===== src/rtl/dev_btn_pkg.sv =====
// Shared constants and the read-word layout for the push-button input device.
package dev_btn_pkg;

    localparam int BTN_MAX          = 4;
    localparam int DEBOUNCE_DEFAULT = 120000;
    localparam int RD_LEVEL_LSB     = 0;
    localparam int RD_PENDING_LSB   = 4;

    // Byte returned on the device bus; pending sits in the upper nibble.
    typedef struct packed {
        logic [BTN_MAX-1:0] pending;
        logic [BTN_MAX-1:0] level;
    } rd_word_t;

endpackage


===== src/rtl/dev_btn_debounce.sv =====
// One button: 2-FF synchroniser, stability counter, debounced level and
// a one-cycle press pulse on each accepted 0->1 transition.
module dev_btn_debounce
    import dev_btn_pkg::*;
#(
    parameter int DEBOUNCE_CYCLES = DEBOUNCE_DEFAULT
) (
    input  logic clk,
    input  logic rst,
    input  logic pin,
    output logic level,
    output logic press
);

    localparam int             CW      = $clog2(DEBOUNCE_CYCLES);
    localparam logic [CW-1:0]  CNT_MAX = CW'(DEBOUNCE_CYCLES - 1);

    logic          q1_q, q1_d;
    logic          q2_q, q2_d;
    logic          stable_q, stable_d;
    logic          stable_dly_q, stable_dly_d;
    logic [CW-1:0] cnt_q, cnt_d;

    // Any cycle where q2 agrees with stable restarts the window from zero.
    always_comb begin
        q1_d         = pin;
        q2_d         = q1_q;
        stable_dly_d = stable_q;
        stable_d     = stable_q;
        cnt_d        = '0;
        if (q2_q != stable_q) begin
            if (cnt_q == CNT_MAX) begin
                stable_d = q2_q;
            end else begin
                cnt_d = cnt_q + 1'b1;
            end
        end
    end

    always_ff @(posedge clk) begin
        if (rst) begin
            q1_q         <= 1'b0;
            q2_q         <= 1'b0;
            stable_q     <= 1'b0;
            stable_dly_q <= 1'b0;
            cnt_q        <= '0;
        end else begin
            q1_q         <= q1_d;
            q2_q         <= q2_d;
            stable_q     <= stable_d;
            stable_dly_q <= stable_dly_d;
            cnt_q        <= cnt_d;
        end
    end

    assign level = stable_q;
    assign press = stable_q & ~stable_dly_q;

endmodule


===== src/rtl/dev_btn_in.sv =====
// Debounced push-button device on the byte-wide bus: latches presses until
// read, returns {pending, level} one cycle after rd, flags pending via evt.
module dev_btn_in
    import dev_btn_pkg::*;
#(
    parameter int N_BTN           = 3,
    parameter int DEBOUNCE_CYCLES = DEBOUNCE_DEFAULT
) (
    input  logic             clk,
    input  logic             rst,
    input  logic [N_BTN-1:0] btn_pins,
    input  logic             rd,
    output logic [7:0]       rd_data,
    output logic             rd_valid,
    output logic             evt,
    output logic [N_BTN-1:0] level
);

    logic [N_BTN-1:0] press;
    logic [N_BTN-1:0] pending_q, pending_d;
    rd_word_t         rd_data_q, rd_data_d;
    logic             rd_valid_q, rd_valid_d;

    for (genvar gi = 0; gi < N_BTN; gi++) begin : g_btn
        dev_btn_debounce #(
            .DEBOUNCE_CYCLES(DEBOUNCE_CYCLES)
        ) u_db (
            .clk   (clk),
            .rst   (rst),
            .pin   (btn_pins[gi]),
            .level (level[gi]),
            .press (press[gi])
        );
    end

    // A press in the read cycle is OR'd in after the clear so it is never lost.
    always_comb begin
        pending_d  = (rd ? '0 : pending_q) | press;
        rd_valid_d = rd;
        rd_data_d  = rd_data_q;
        if (rd) begin
            rd_data_d                     = '0;
            rd_data_d.pending[N_BTN-1:0]  = pending_q;
            rd_data_d.level[N_BTN-1:0]    = level;
        end
    end

    always_ff @(posedge clk) begin
        if (rst) begin
            pending_q  <= '0;
            rd_data_q  <= '0;
            rd_valid_q <= 1'b0;
        end else begin
            pending_q  <= pending_d;
            rd_data_q  <= rd_data_d;
            rd_valid_q <= rd_valid_d;
        end
    end

    assign rd_data  = rd_data_q;
    assign rd_valid = rd_valid_q;
    assign evt      = |pending_q;

endmodule

===== config.mk =====
export PLATFORM = sky130hd
export DESIGN_NAME = dev_btn_in
export DESIGN_NICKNAME = d
export VERILOG_FILES = /design/src/rtl/dev_btn_pkg.sv /design/src/rtl/dev_btn_debounce.sv /design/src/rtl/dev_btn_in.sv
export SDC_FILE = /design/constraint.sdc
export NUM_CORES = 1
export LEC_CHECK = 0
export BUFFER_PORTS_ARGS = -buffer_cell sky130_fd_sc_hd__buf_4
export CORE_UTILIZATION = 25
export CTS_CLUSTER_SIZE = 30
export DETAILED_ROUTE_END_ITERATION = 6
export GPL_TIMING_DRIVEN = 0
export PLACE_DENSITY_LB_ADDON = 0.3
export SLEW_MARGIN = 20
export SYNTH_ARGS = -nofsm -noshare
export SYNTH_HDL_FRONTEND = slang
export SYNTH_SLANG_ARGS = --single-unit

===== constraint.sdc =====
create_clock -name clk -period 2.4 [get_ports clk]
set_clock_uncertainty 0.05 [all_clocks]
set_input_delay 0 -clock clk [delete_from_list [all_inputs] [get_ports clk]]
set_output_delay 0 -clock clk [all_outputs]
set_load 0.01 [all_outputs]

==> results_dict.tcl, run 1 <==
set metrics [dict create \
    run_status "completed" \
    r2r.worst_path.cells 6 \
    cts_root_buf "sky130_fd_sc_hd__clkbuf_16" \
    clock_tree.buffer_depth 2 \
    vias_per_cell 4.318 \
    starting_density_of_the_core_pct 25.72 \
    io_pins 19 \
    die-height_um 113.4 \
    routedWlPerCell_um 10.44 \
    netlist_top_cells_area "sky130_fd_sc_hd__dfxtp_1 (47%), sky130_fd_sc_hd__xnor2_1 (8.8%), sky130_fd_sc_hd__nor2_1 (6.9%)" \
    synth.lib_cells_used.distinct 42 \
    cp-start-kind "flop" \
    drv.max_cap_violation_count 0 \
    asyncSetResetFlopFracSynth_pct 0 \
    grt_first_pass_wirelength_um 9963 \
    slew-limit-headroom_pct 64.11 \
    ys_seq_area_share_pct 47.12 \
    setup_viol 0 \
    path_max_fanout 10 \
    endpoint_kind "flop" \
    numCtsBuffers 9 \
    ys_dominant_reg_cell "sky130_fd_sc_hd__dfxtp_1" \
    timing.critical_path.arrival_ns 2.06 \
    grt_pass1_vias 2193 \
    report.final.slew_viol_count 0 \
    cell_area_synth_um2 3102 \
    number_of_nets_in_the_finished_design 380 \
    fillerInstances 1255 \
    layout-area-overhead-vs-synth_pct 20.90 \
    placed_cell_area_um2 3428 \
    final_cells 544 \
    drt_wl_total_um 5682 \
    fin_crit_ns 1.890 \
    combinational_share_of_power_pct 1.9 \
    timing.critical_path.to "g_btn[1].u_db.cnt_q[11]" \
    rsz0062_at_grt "no" \
    detail_route.iter0.violations 142 \
    critical_path.reg2reg.startpoint "g_btn[1].u_db.cnt_q[0]" \
    gpl.final_weighted_congestion 0.7363 \
    power_mw 2.505 \
    power.switching_fraction_pct 21.32 \
    netlist_top_cells_count "sky130_fd_sc_hd__dfxtp_1 (73), sky130_fd_sc_hd__nor2_1 (57), sky130_fd_sc_hd__xnor2_1 (31)" \
    timing_worst_slew_pin_value_ns 0.5384 \
    clkSlewWorstSetupHoldPaths_ns 0.06 \
    overflow 0 \
    vdd.ir_drop.worst_uv 265.6 \
    antenna_left 0 \
    number_of_hold_slack_violations_in_the_final_timing_report 0 \
    cts.sinks 73 \
    grt.total_usage_pct 9.717 \
    worst-setup-path-type "flop to flop" \
    grt_start_max_net_pins 14 \
    ctsHtreeMaxLevel 3 \
    req_time_crit_path_ns 2.57 \
    leakage_nw 1.192 \
    sequentialPowerShare_pct 48.8 \
    synth_largest_area_cell "sky130_fd_sc_hd__dfxtp_1" \
    floorplan.die.width_um 113.4 \
    achievable-frequency_ghz 0.5290 \
    place.detailed.instances 524 \
    num_rows 40 \
    regToRegEndpoint "g_btn[1].u_db.cnt_q[11]" \
    synthDominantCellAreaShare_pct 47.12 \
    clock_power_share_pct 49.3 \
    startpoint "g_btn[1].u_db.cnt_q[0]" \
    drtPass1Iterations 5 \
    synth-seq-cells 73 \
    power_density_nw_per_um2 668.0 \
    cts_tree "yes" \
    yosysMostFrequentCell "sky130_fd_sc_hd__dfxtp_1" \
    r2r_setup_slack_ns 0.51 \
    hold_class "input pin to flop" \
    synth-edff-count 0 \
    design.die.area_um2 12860 \
    postLayoutCellArea_um2 3750 \
    post_route_cells_drive_above_1_share_pct 13.03 \
    antenna_found_initial 0 \
    synth_cells 340 \
    route.vias.total 2349 \
    netSwitchingPower_mw 0.5341 \
    antenna-diode-count 0 \
    postCtsResizedCells 0 \
    tns_ns 0 \
    clkLatencyLatePin_ns 0.33 \
    drc_violations 0 \
    post-route-period-util_pct 78.77 \
    dpl.hpwl_um 3965 \
    post_synth.cell_area_avg_um2 9.123 \
    ys_warn_count 0 \
    port_buffers 15 \
    fp.coreArea_um2 12060 \
    p_int_mw 1.971 \
]
[layer usage]
layer | up-vias | part of all wire (%) | track usage [%]
met4 | 0 | 1.8 | 5.088
met2 | 30 | 45 | 14.85
li1 | 1232 | - | -
met3 | 8 | 2.7 | 2.922
met1 | 1079 | 51 | 12.35
met5 | - | 0 | 0
[cells by family (layout without fill, tap and decap cells)]
group	after synthesis	count (layout)	synth area share, %
AOI/OAI and AO/OA	17	17	3.671
other	1	2	0.1209
muxes	8	8	2.622
adders and majority gates	3	3	1.210
xor gates and xnor gates	42	42	11.86
and+or+nand+nor	173	173	29.57
DFF	73	73	47.12
buffers and inverters	23	58	3.832
[placed cells by master, fill, tap and decap left out, types with 3 or more instances in the layout]
cell type and count:
sky130_fd_sc_hd__mux2i_1 7, sky130_fd_sc_hd__nand3_1 25, sky130_fd_sc_hd__clkbuf_1 4, sky130_fd_sc_hd__and3_1 7
sky130_fd_sc_hd__ha_1 3, sky130_fd_sc_hd__nand2b_1 6, sky130_fd_sc_hd__clkbuf_16 9, sky130_fd_sc_hd__a21oi_1 7
sky130_fd_sc_hd__nand2_1 11, sky130_fd_sc_hd__o21ai_0 4, sky130_fd_sc_hd__inv_1 9, sky130_fd_sc_hd__nor2b_1 11
sky130_fd_sc_hd__or3_1 4, sky130_fd_sc_hd__xnor2_1 31, sky130_fd_sc_hd__buf_4 23, sky130_fd_sc_hd__xor2_1 11
sky130_fd_sc_hd__dlygate4sd3_1 4, sky130_fd_sc_hd__dfxtp_1 73, sky130_fd_sc_hd__nor4_1 10, sky130_fd_sc_hd__nor2_1 57
sky130_fd_sc_hd__nor3_1 15, sky130_fd_sc_hd__nand4_1 12, sky130_fd_sc_hd__or4_1 3
[through the flow]
stage          utilization [%]  worst slack [ns]  hold slack (ns)
5_1_grt                  31.09            0.3331           0.1479
3_3_place_gp             28.42            0.4853           0.1631
3_5_place_dp             28.42            0.4912           0.1663
4_1_cts                  31.09            0.4817           0.1286
2_1_floorplan                -            0.7293          0.03007
6_report                 31.09            0.5095           0.1316
[registers in the layout, indices dropped and copies added, names as in the netlist]
name and flops:
g_btn.u_db.q2_q 3, g_btn.u_db.q1_q 3, g_btn.u_db.stable_dly_q 3, g_btn.u_db.level 3, rd_data 6, pending_q 3
g_btn.u_db.cnt_q 51, rd_valid 1
[timing repair]
item	4_1_cts	5_1_grt
endpoints found under the hold margin	7	0
hold buffers	4	0
endpoints found under the setup margin	0	0
setup buffers	0	0
[worst max-delay path, cell delays in order (launching register included)]
cell                      delay, ns
sky130_fd_sc_hd__dfxtp_1       0.38
sky130_fd_sc_hd__ha_1          0.28
sky130_fd_sc_hd__and2_1        0.18
sky130_fd_sc_hd__nand3_1       0.14
sky130_fd_sc_hd__o21ai_1       0.38
sky130_fd_sc_hd__buf_2         0.30
sky130_fd_sc_hd__nor2_1        0.07
[power groups by stage]
stage          Combinational, mW  Sequential [mW]  Clock (mW)
6_report                  0.0477             1.22        1.23
5_1_grt                   0.0532             1.22        1.32
4_1_cts                   0.0488             1.22        1.28
3_5_place_dp              0.0434             1.25           0
3_3_place_gp              0.0435             1.25           0
2_1_floorplan             0.0283             1.25           0
[worst min path at each step]
stage	endpoint	depth (start not counted)	from	slack, ns
after floorplan	g_btn[1].u_db.stable_dly_q	1	rst	0.03
after global placement	g_btn[1].u_db.q1_q	2	btn_pins[1]	0.16
after detailed placement	g_btn[1].u_db.q1_q	2	btn_pins[1]	0.17
after CTS	rd_valid	2	rd	0.13
after global routing	rd_valid	2	rd	0.15
final	rd_valid	2	rd	0.13
[final cells by class]
cell class / count / area, um2 / share of cell area (%)
Buffer: 14 / 85.08 / 2.269
Clock buffer: 10 / 239.0 / 6.373
Clock inverter: 6 / 42.54 / 1.134
Inverter: 9 / 33.78 / 0.9009
Multi-Input combinational cell: 245 / 1525 / 40.67
Sequential cell: 73 / 1461 / 38.97
Tap cell: 168 / 210.2 / 5.606
Timing Repair Buffer: 19 / 152.6 / 4.071
No activity file was read; power rests on OpenSTA's default activity.
==> run 2, diff against run 1 <==
Clock period 2.4 ns to 1.7 ns, I/O delays scaled along.
==> run 2 against run 1 <==
- the flow now finishes with violations (setup timing)
- sequential power grew 41%
- total power grew 42%
- worst setup slack lost 0.54 ns
- sequential cell count is the same
- combinational power grew 82%
- hold slack is essentially flat
- core utilization grew 2.6 points
- die area is the same
==> results_dict.tcl, run 2 (same netlist as run 1, synthesis figures left out) <==
set metrics [dict create \
    run_status "finished with violations" \
    violations "setup timing" \
    antenna_left 0 \
    port_buffers 15 \
    power_density_nw_per_um2 877.9 \
    fin_crit_ns 1.735 \
    placed_cell_area_um2 3428 \
    power_mw 3.567 \
    routedWlPerCell_um 11.27 \
    post-route-period-util_pct 102.1 \
    postLayoutCellArea_um2 4063 \
    layout-area-overhead-vs-synth_pct 30.98 \
    grt_most_used_layer "met2" \
    gpl.final_weighted_congestion 0.7363 \
    fp.coreArea_um2 12060 \
    path_cells "or4b_4, nor4_4, or3_1, buf_6, clkbuf_16, nor2_2" \
    endpoint_kind "flop" \
    die-height_um 113.4 \
    antenna-diode-count 0 \
    hold_class "input pin to flop" \
    global_route.usage.met3_pct 2.922 \
    grt_first_pass_wirelength_um 10290 \
    vdd.ir_drop.worst_uv 352.8 \
    number_of_nets_in_the_finished_design 390 \
    leakage_nw 1.302 \
    cts.sinks 73 \
    route.vias.total 2451 \
    num_rows 40 \
    grt_pass1_vias 2223 \
    clkLatencyLatePin_ns 0.33 \
    grtUsageMet2_pct 15.30 \
    max_ffs_per_register 51 \
    most_flops_register "g_btn.u_db.cnt_q" \
    slowest_delay_ns 0.54 \
    drtPass1Iterations 4 \
    drv.max_cap_violation_count 0 \
    overflow 0 \
    starting_density_of_the_core_pct 25.72 \
    detail_route.iter0.violations 114 \
    dpl.hpwl_um 3965 \
    number_of_hold_slack_violations_in_the_final_timing_report 0 \
    rsz0062_at_grt "yes" \
    io_pins 19 \
    postLayoutCoreUtil_pct 33.68 \
    cts_root_buf "sky130_fd_sc_hd__clkbuf_16" \
    cts_tree "yes" \
    grt_start_max_net_pins 14 \
    globalRouteMet1Util_pct 12.94 \
    drc_violations 0 \
    req_time_crit_path_ns 1.87 \
    timing.final.ws_setup_ns -0.03533 \
    cp-start-kind "flop" \
    worst-setup-path-type "flop to flop" \
    tns_ns -0.1813 \
    crit_slowest_cell "sky130_fd_sc_hd__or4b_4" \
    dpl_worst_slack_ns -0.2088 \
    drt_wl_total_um 6243 \
    antenna_found_initial 0 \
    fillerInstances 1215 \
    setup_viol 10 \
    vias_per_cell 4.424 \
    timing_worst_slew_pin_value_ns 0.5415 \
    numCtsBuffers 9 \
    report.final.slew_viol_count 0 \
    post_route_cells_drive_above_1_share_pct 26.94 \
    achievable-frequency_ghz 0.5763 \
    grt.total_usage_pct 10.05 \
    clock_tree.buffer_depth 2 \
    clkSlewWorstSetupHoldPaths_ns 0.06 \
    design.die.area_um2 12860 \
    slew-limit-headroom_pct 63.90 \
    floorplan.die.width_um 113.4 \
    cpLargestDelayFamily "simple AND/OR/NAND/NOR gates" \
    timing.critical_path.arrival_ns 1.91 \
    path_max_fanout 6 \
    ctsHtreeMaxLevel 3 \
    critical_path.n_buffers_inverters 2 \
    final_common_cell "sky130_fd_sc_hd__dfxtp_1" \
    layout.cells.most_common_list "sky130_fd_sc_hd__dfxtp_1 (52), sky130_fd_sc_hd__nor2_1 (45), sky130_fd_sc_hd__xnor2_1 (31)" \
]
run 2: cell types whose count changed in the layout (fill, tap and decap cells not counted), moves of 3 or more:
| cell | delta |
|---|---|
| sky130_fd_sc_hd__buf_4 | +4 |
| sky130_fd_sc_hd__ha_1 | -3 |
| sky130_fd_sc_hd__dfxtp_1 | -21 |
| sky130_fd_sc_hd__buf_6 | +6 |
| sky130_fd_sc_hd__dfxtp_4 | +4 |
| sky130_fd_sc_hd__nor2_1 | -12 |
| sky130_fd_sc_hd__nor2_2 | +11 |
| sky130_fd_sc_hd__dfxtp_2 | +17 |
run 2: final timing paths:
| path | startpoint | to | slack (ns) | cells after the start |
|---|---|---|---|---|
| setup / recovery | g_btn[0].u_db.cnt_q[8] | g_btn[0].u_db.cnt_q[8] | -0.04 | 6 |
| hold / removal | rd | rd_valid | 0.13 | 2 |
| setup reg to reg | g_btn[0].u_db.cnt_q[8] | g_btn[0].u_db.cnt_q[8] | -0.04 | 6 |
| hold reg to reg | g_btn[1].u_db.q1_q | g_btn[1].u_db.q2_q | 0.39 | 1 |
run 2: layout make-up:
class	count	area, um2	area share (%)
Sequential cell	73	1498	36.86
Multi-Input combinational cell	245	1670	41.11
Buffer	13	101.3	2.495
Inverter	9	33.78	0.8315
Clock buffer	10	239.0	5.882
Timing Repair Buffer	30	267.8	6.591
Tap cell	168	210.2	5.174
Clock inverter	6	42.54	1.047
run 2: report_power, final:
part / total (mW) / leakage [nW] / internal, mW / switching [mW]
clock network: 1.76 / 0.135 / 1.03 / 0.730
logic: 0.0869 / 0.566 / 0.0462 / 0.0407
registers: 1.72 / 0.601 / 1.71 / 0.00598
total: 3.57 / 1.30 / 2.79 / 0.777
run 2: worst reg2reg max path: stages (launching register included):
cell and delay, ns:
sky130_fd_sc_hd__dfxtp_2 0.35, sky130_fd_sc_hd__or4b_4 0.54, sky130_fd_sc_hd__nor4_4 0.18, sky130_fd_sc_hd__or3_1 0.17, sky130_fd_sc_hd__buf_6 0.14, sky130_fd_sc_hd__clkbuf_16 0.16, sky130_fd_sc_hd__nor2_2 0.04
run 2: stage by stage:
step | cells | hold slack [ns]
4_1_cts | 551 | 0.1286
2_1_floorplan | 341 | 0.03007
3_3_place_gp | 524 | 0.1631
6_report | 554 | 0.1318
3_5_place_dp | 524 | 0.1663
5_1_grt | 554 | 0.1516
run 2: repair_timing:
item,in CTS,in global routing
pin swaps,5,12
resized for setup,24,45
buffers inserted,7,3
hold buffers,4,0
hold endpoints to repair,7,0
setup endpoints to repair,42,45
cloned,0,1
run 2: layer usage:
layer,share of wire [%],vias up
met4,1.9,0
met1,49,1151
met5,0,-
li1,-,1250
met2,46,41
met3,2.8,9
